$ cat config.mk
export PLATFORM = sky130hd
export DESIGN_NAME = stack_sequencer
export DESIGN_NICKNAME = d
export VERILOG_FILES = /design/src/rtl/stack_sequencer.sv
export SDC_FILE = /design/constraint.sdc
export NUM_CORES = 1
export LEC_CHECK = 0
export CORE_MARGIN = 2
export CORE_UTILIZATION = 30
export DETAILED_ROUTE_END_ITERATION = 12
export HOLD_SLACK_MARGIN = 0.06
export PLACE_DENSITY_LB_ADDON = 0.05
export SKIP_LAST_GASP = 1
export SLEW_MARGIN = 20
export SYNTH_ARGS = -nofsm -noshare
export SYNTH_HDL_FRONTEND = slang
export SYNTH_SLANG_ARGS = --single-unit
export TNS_END_PERCENT = 20
$ cat constraint.sdc
create_clock -name CLK -period 1.66 [get_ports CLK]
set_clock_uncertainty 0.05 [all_clocks]
set_input_delay 0.332 -clock CLK [delete_from_list [all_inputs] [get_ports CLK]]
set_output_delay 0.332 -clock CLK [all_outputs]
set_load 0.01 [all_outputs]
$ cat src/rtl/stack_sequencer.sv
// stack_sequencer: fetch/execute FSM that drives a stack datapath from a 16-bit instruction stream
module stack_sequencer #(
  parameter logic [15:0] RESET_PC = 16'h0000,
  parameter int TRAP_ON_OVERFLOW = 1
) (
  input  logic        CLK,
  input  logic        reset,
  input  logic        run,
  output logic        imem_req,
  output logic [15:0] imem_addr,
  input  logic        imem_valid,
  input  logic [15:0] imem_data,
  input  logic [15:0] a_in,
  input  logic        Overflow,
  output logic [2:0]  stackOP,
  output logic [3:0]  aluOP,
  output logic        mux_selector,
  output logic [15:0] immediate,
  output logic        halted,
  output logic [1:0]  fault
);
  typedef enum logic [1:0] {IDLE, FETCH, EXEC, HALT} state_t;
  state_t state_q, state_d;
  logic [15:0] pc_q, pc_d, ir_q, ir_d;
  logic [1:0] fault_q, fault_d;
  logic [3:0] op;
  logic exec, illegal, trap;
  assign op = ir_q[15:12];
  assign exec = state_q == EXEC;
  assign illegal = op >= 4'h6 && op <= 4'hE;
  assign trap = op == 4'h3 && Overflow && TRAP_ON_OVERFLOW != 0;
  assign imem_req = state_q == FETCH;
  assign imem_addr = pc_q;
  assign halted = state_q == HALT;
  assign fault = fault_q;
  assign stackOP = !exec ? 3'b000 : op == 4'h1 ? 3'b001 : (op == 4'h2 || op == 4'h5) ? 3'b010 :
                   op == 4'h3 ? 3'b011 : 3'b000;
  assign aluOP = exec && op == 4'h3 ? ir_q[3:0] : 4'h0;
  assign mux_selector = exec && op == 4'h1;
  assign immediate = exec ? {{4{ir_q[11]}}, ir_q[11:0]} : 16'h0000;
  // next state, PC, IR and sticky fault; a jump in EXEC overrides the PC+1 taken at fetch
  always_comb begin
    state_d = state_q;
    pc_d = pc_q;
    ir_d = ir_q;
    fault_d = fault_q;
    case (state_q)
      IDLE: state_d = run ? FETCH : IDLE;
      FETCH: if (imem_valid) begin
        ir_d = imem_data;
        pc_d = pc_q + 16'd1;
        state_d = EXEC;
      end
      EXEC: begin
        state_d = run ? FETCH : IDLE;
        if (op == 4'h4 || (op == 4'h5 && a_in == 16'h0000)) pc_d = {4'h0, ir_q[11:0]};
        if (op == 4'hF) state_d = HALT;
        if (illegal || trap) begin
          state_d = HALT;
          if (fault_q == 2'b00) fault_d = illegal ? 2'b10 : 2'b01;
        end
      end
      default: state_d = HALT;
    endcase
  end
  // state registers with asynchronous active-low reset
  always_ff @(posedge CLK or negedge reset) begin
    if (!reset) begin
      state_q <= IDLE;
      pc_q <= RESET_PC;
      ir_q <= 16'h0000;
      fault_q <= 2'b00;
    end else begin
      state_q <= state_d;
      pc_q <= pc_d;
      ir_q <= ir_d;
      fault_q <= fault_d;
    end
  end
endmodule
==> metrics, run 1 <==
via count=2072; TritonCTS clock tree=yes; total core area=roughly 6300 sq um; #FFs+latches synth=36; asr flop ratio synth=100%; Placer Congestion=between 0.7 and 0.8; Post-Layout Cell Count=around 420; I/O pin count=81; synth warn=0; layout cells sized above 1=between 30% and 40%; ant diodes=0; Mapped Area=approximately 2000 sq um; hold slack=439 ps; Pre-Repair DR Iteration Count=4; Post-synth EDFFs=0; Multi-input gate area=between 1000 and 1500 sq um; max_cap viols=0; crit end category=output pin; Core Rows=29; clock buffer depth=2; WL per Instance=between 10 and 15 um; fin nets=about 380; power per cell area=roughly 1100 nW/um^2; register area share after synthesis=~46%; worst-path fanout max=4; Worst Setup Start Kind=register; worst skew pair latency=between 200 and 300 ps; final setup vio count=48; status=finished, violations left; Syn Nets=250; most common flop cell mapped by yosys=dfrtp_1; clock sink count=36; fin. max-slew vios=0; failing checks=setup timing; Synth top area share=between 40% and 50%; Yosys cell types=39; Max H-tree Level=2; Worst Path Required=between 1000 and 1500 ps; Port Buf Inserts=79; DRT Wirelength=between 5 and 6 mm; Hold Crit Class=in2async; largest net degree at the start of global routing=25; Residual DRC=0; fin area=~3400 sq um; setup ws final=-209 ps; Tcrit/Tclk final=113%; Static Leak=about 1.6 nW; Die Width=between 80 and 90 um; DIE HEIGHT=85.0 um; Reg clk slew, reported paths=80 ps; first-pass GRT wire length=approximately 9.4 mm; die footprint=between 7000 and 8000 sq um; critical path class=reg2out; Max Fclk=0.535 GHz; syn_area_per_cell=around 9.3 sq um; Starting Density=31.0%; vias in the first global route=around 2.0k; GRT Residual Overflow=0; Iteration-0 DRC Markers=89; Synth area leader=dfrtp_1; Num CTS Buffers=5; register area=about 900 sq um; Fillers=between 600 and 700; Syn Inst Count=between 200 and 250; DRT antenna net count=0; minimum clock period=1870 ps; Post-DP HPWL=roughly 4.3 mm; placed insts=approximately 400; largest cells by area after synthesis=dfrtp_1, mux2_2, and2_1, a21oi_1, nor2_1; Final Power=3.96 mW; P&R area growth vs syn=75.0%; root buffer cell=clkbuf_8; maximum VDD drop=~0.62 mV; Data arrival, critical path=1490 ps; RSZ-0062 raised after global routing=true; placed cell area=between 3000 and 4000 sq um; GRT Util Overall=around 16%; Final Hold Viols=0; vias per cell=4.90; initial antenna violation count=0
## final cells by class
cell class | instances | area share, %
clock buffers | 7 | 2.80
clock inverters | 1 | 0.871
inverters | 8 | 0.871
multi-input cells | 153 | 29.9
flip-flops and latches | 36 | 26.1
well taps | 77 | 2.80
repair buffers | 141 | 36.6
## synthesized netlist by cell type, types with 2 or more instances
cell       count
nor3_1         2
a31oi_1        4
o31ai_1        2
or3_1          2
a21oi_1       17
and2_1        17
and3_1         2
inv_1          8
nand3_1        8
nor2b_1        3
nor2_1        22
nor4_1         5
nand4_1        2
clkbuf_1       9
nand2_1       15
dfrtp_1       36
mux2_2        15
buf_4          5
a2bb2oi_1      2
o21ai_0       15
and4_1         2
o22ai_1        2
## per-layer routing
| metal | routed length (um) | part of all wire, % | global-route usage (%) | up-vias |
|---|---|---|---|---|
| li1 | - | - | - | 1015 |
| met1 | 2430 | 41 | 19.5 | 988 |
| met2 | 3110 | 53 | 29.6 | 65 |
| met3 | 285 | 4.9 | 4.47 | 4 |
| met4 | 42 | 0.72 | 3.61 | 0 |
| met5 | 0 | 0 | 0 | - |
## repair_timing
action	4_1_cts	5_1_grt
hold buffers	1	0
endpoints found under the setup margin	55	58
setup buffers	5	6
pin swaps	0	4
endpoints found under the hold margin	14	0
gates cloned	0	1
resized for setup	75	46
## logic make-up (layout without fill, tap and decap cells)
group	Yosys count	count (layout)	synth area share, %
flops	36	36	45.7
compound gates	51	51	16.5
mux	15	15	8.58
buf+inv	23	157	5.72
simple gates	85	85	22.7
fa+ha+maj	1	1	0.635
other cells	1	1	0.190
## worst paths after layout
check                                  startpoint                         to  slack, ps  cells after the start
hold reg to reg               ir_q[0]$_DFFE_PN0P_        ir_q[0]$_DFFE_PN0P_        460                      1
setup / recovery           state_q[0]$_DFFE_PN0P_               mux_selector       -210                      6
max in group asynchronous                   reset       ir_q[13]$_DFFE_PN0P_        670                      3
setup reg to reg           state_q[0]$_DFFE_PN0P_  imem_addr[13]$_DFFE_PN0P_       -180                      6
min in group CLK              ir_q[0]$_DFFE_PN0P_        ir_q[0]$_DFFE_PN0P_        460                      1
hold / removal                              reset        ir_q[8]$_DFFE_PN0P_        440                      2
## sequential cells by signal, summed over array words and instances (netlist names)
| register | flops |
|---|---|
| fault | 2 |
| state_q | 2 |
| imem_addr | 16 |
| ir_q | 16 |
## power breakdown
group | switching (mW) | internal (mW)
Sequential | 0.251 | 1.23
Clock | 0.326 | 0.530
Combinational | 0.673 | 0.950
## placed cells by master, fill, tap and decap left out, types with 8 or more instances in the layout
cell type        synthesis  layout
a21oi_1                 17      17
and2_1                  17       9
and2_4                   0       8
buf_2                    0      11
buf_4                    5      51
buf_6                    1      17
clkdlybuf4s50_1          0      55
dfrtp_1                 36      36
inv_1                    8       8
mux2_2                  15      15
nand2_1                 15      15
nand3_1                  8       8
nor2_1                  22      22
o21ai_0                 15      13
## critical path: stages (launching register included)
cell     delay, ps
dfrtp_1        420
nor2b_4        140
buf_6          140
buf_6          100
and3_4         170
nor2b_4        130
buf_6          100
## stage by stage
step | util [%] | worst slack, ps | setup TNS [ps]
after floorplan | - | -48.1 | -103
after global placement | 50.4 | -408 | -11220
after detailed placement | 50.4 | -410 | -11580
after CTS | 52.3 | -265 | -7770
after global routing | 54.3 | -277 | -9570
final | 54.3 | -209 | -5130
Note: power is estimated with default switching activity, not from simulation.
==> run 2, diff against run 1 <==
SLEW_MARGIN = 30   (was 20)
clock period = 1.7 ns   (was 1.66 ns; I/O delays follow)
==> metrics, run 2 (synthesized netlist as in run 1, its figures left out) <==
failing checks=setup timing; setup tns final=-3880 ps; WL per Instance=13.8 um; GRT Residual Overflow=0; fin. max-slew vios=0; Die Width=about 85 um; crit end category=output pin; I/O pin count=approximately 80; Fillers=a little under 600; final setup vio count=44; Post-DP HPWL=roughly 4.2 mm; DRT antenna net count=0; Worst R2R Setup Slack=-150 ps; clock sink count=36; maximum VDD drop=~0.55 mV; Max Fclk=between 0.5 and 0.6 GHz; Residual DRC=0; hold path endpoint=fault[1]$_DFFE_PN0P_; most common cell after layout, fill and taps aside=clkdlybuf4s50_1; Tcrit/Tclk final=111%; Final Hold Viols=0; largest net degree at the start of global routing=37; Max H-tree Level=2; GRT Util Overall=between 10% and 20%; Worst Path Required=~1300 ps; Iteration-0 DRC Markers=86; Placer Congestion=about 0.74; switch share=32.4%; status=finished, violations left; root buffer cell=clkbuf_8; via count=between 2k and 2.5k; Core Rows=29; first-pass GRT wire length=approximately 9.5 mm; Clk pwr share=18.1%; P&R area growth vs syn=74.8%; Port Buf Inserts=79; Worst Setup Start Kind=register; setup ws final=-191 ps; vias in the first global route=roughly 2k; minimum clock period=around 1900 ps; fin nets=around 380; R2R cell count=7; worst skew pair latency=roughly 280 ps; Critical R2R Capture=imem_addr[13]$_DFFE_PN0P_; RSZ-0062 raised after global routing=true; max_cap viols=0; cell internal pwr=2.46 mW; Sequential Power Share=~40%; Reg clk slew, reported paths=~70 ps; Starting Density=31.0%; Data arrival, critical path=about 1500 ps; total core area=6350 sq um; DIE HEIGHT=about 85 um; DRT Wirelength=about 5.8 mm; pre-CTS WS=-362 ps; critical path class=reg2out; switching pwr=between 1 and 1.5 mW; layout cells sized above 1=between 30 and 40%; Num CTS Buffers=5; Static Leak=~1.6 nW; Hold Path Stages=1; Comb pwr share=a little over two fifths; power per cell area=~1100 nW/um^2; Crit Reg-Reg Startpoint=state_q[0]$_DFFE_PN0P_; worst-path fanout max=4; ant diodes=0; die footprint=~7200 sq um; Hold Crit Class=reg2reg; clock buffer depth=2; HP Start=fault[0]$_DFFE_PN0P_; TritonCTS clock tree=yes; initial antenna violation count=0; most frequent cells in the layout=clkdlybuf4s50_1, buf_4, dfrtp_1; vias per cell=approximately 4.8; Pre-Repair DR Iteration Count=4
-- run 2: cell count changes in the layout (fill, tap and decap cells not counted), sizes merged --
cell	delta
clkdlybuf4s15	+8
bufinv	-1
buf	-9
clkdlybuf4s50	-1
-- run 2: power by group through the flow --
stage	clock network, mW	registers (mW)	logic, mW
after global routing	0.722	1.50	1.67
final	0.661	1.45	1.53
after CTS	0.685	1.45	1.53
after floorplan	0	1.54	0.521
after global placement	0	1.45	1.50
after detailed placement	0	1.46	1.51
-- run 2: final cells by class --
cell class                 count  area (sq um)  area share, %
clock buffer                   7          96.3           2.80
inverter                       8          30.0          0.872
multi-input combinational    153          1050           30.6
sequential                    36           901           26.2
tap                           77          96.3           2.80
timing repair buffer         139          1270           36.8
-- run 2: timing repair --
item                                   CTS  global route
endpoints found under the hold margin    7             0
pin swaps                                8             7
setup endpoints to repair               48            52
resized for setup                       98            24
setup buffers                            6             2
hold buffers                             1             0
cloned                                   1             1
-- run 2: critical path, stage by stage, from the launching register on --
cell	delay, ps
dfrtp_1	430
nor2b_4	140
buf_6	130
buf_6	90
and3_4	180
nor2b_4	140
buf_6	100
-- run 2: worst max-delay path by stage --
stage,to,depth (start not counted),slack (ps),start
floorplan,imem_addr[14]$_DFFE_PN0P_,6,-30,imem_addr[0]$_DFFE_PN0P_
global placement,imem_addr[13]$_DFFE_PN0P_,6,-330,a_in[10]
detailed placement,imem_addr[13]$_DFFE_PN0P_,6,-360,a_in[10]
CTS,imem_addr[13]$_DFFE_PN0P_,7,-200,state_q[0]$_DFFE_PN0P_
global route,imem_addr[13]$_DFFE_PN0P_,7,-260,state_q[0]$_DFFE_PN0P_
finish,mux_selector,6,-190,state_q[0]$_DFFE_PN0P_
-- run 2: layer usage --
| metal | up-vias | track usage, % | part of all wire (%) |
|---|---|---|---|
| met5 | - | 0 | 0 |
| met4 | 0 | 4.76 | 0.98 |
| met3 | 5 | 3.79 | 5.5 |
| met2 | 62 | 28.5 | 51 |
| met1 | 956 | 20.7 | 43 |
| li1 | 1011 | - | - |
-- run 2: stage by stage --
step | instances | power [mW] | utilization [%] | cell area [sq um] | hold WS, ps
floorplan | 212 | 2.06 | - | 1980 | -5.59
global placement | 403 | 2.95 | 49.8 | 3160 | 372
detailed placement | 403 | 2.97 | 49.8 | 3160 | 369
CTS | 418 | 3.66 | 53.1 | 3370 | 441
global route | 420 | 3.90 | 54.2 | 3440 | 474
finish | 420 | 3.65 | 54.2 | 3440 | 445
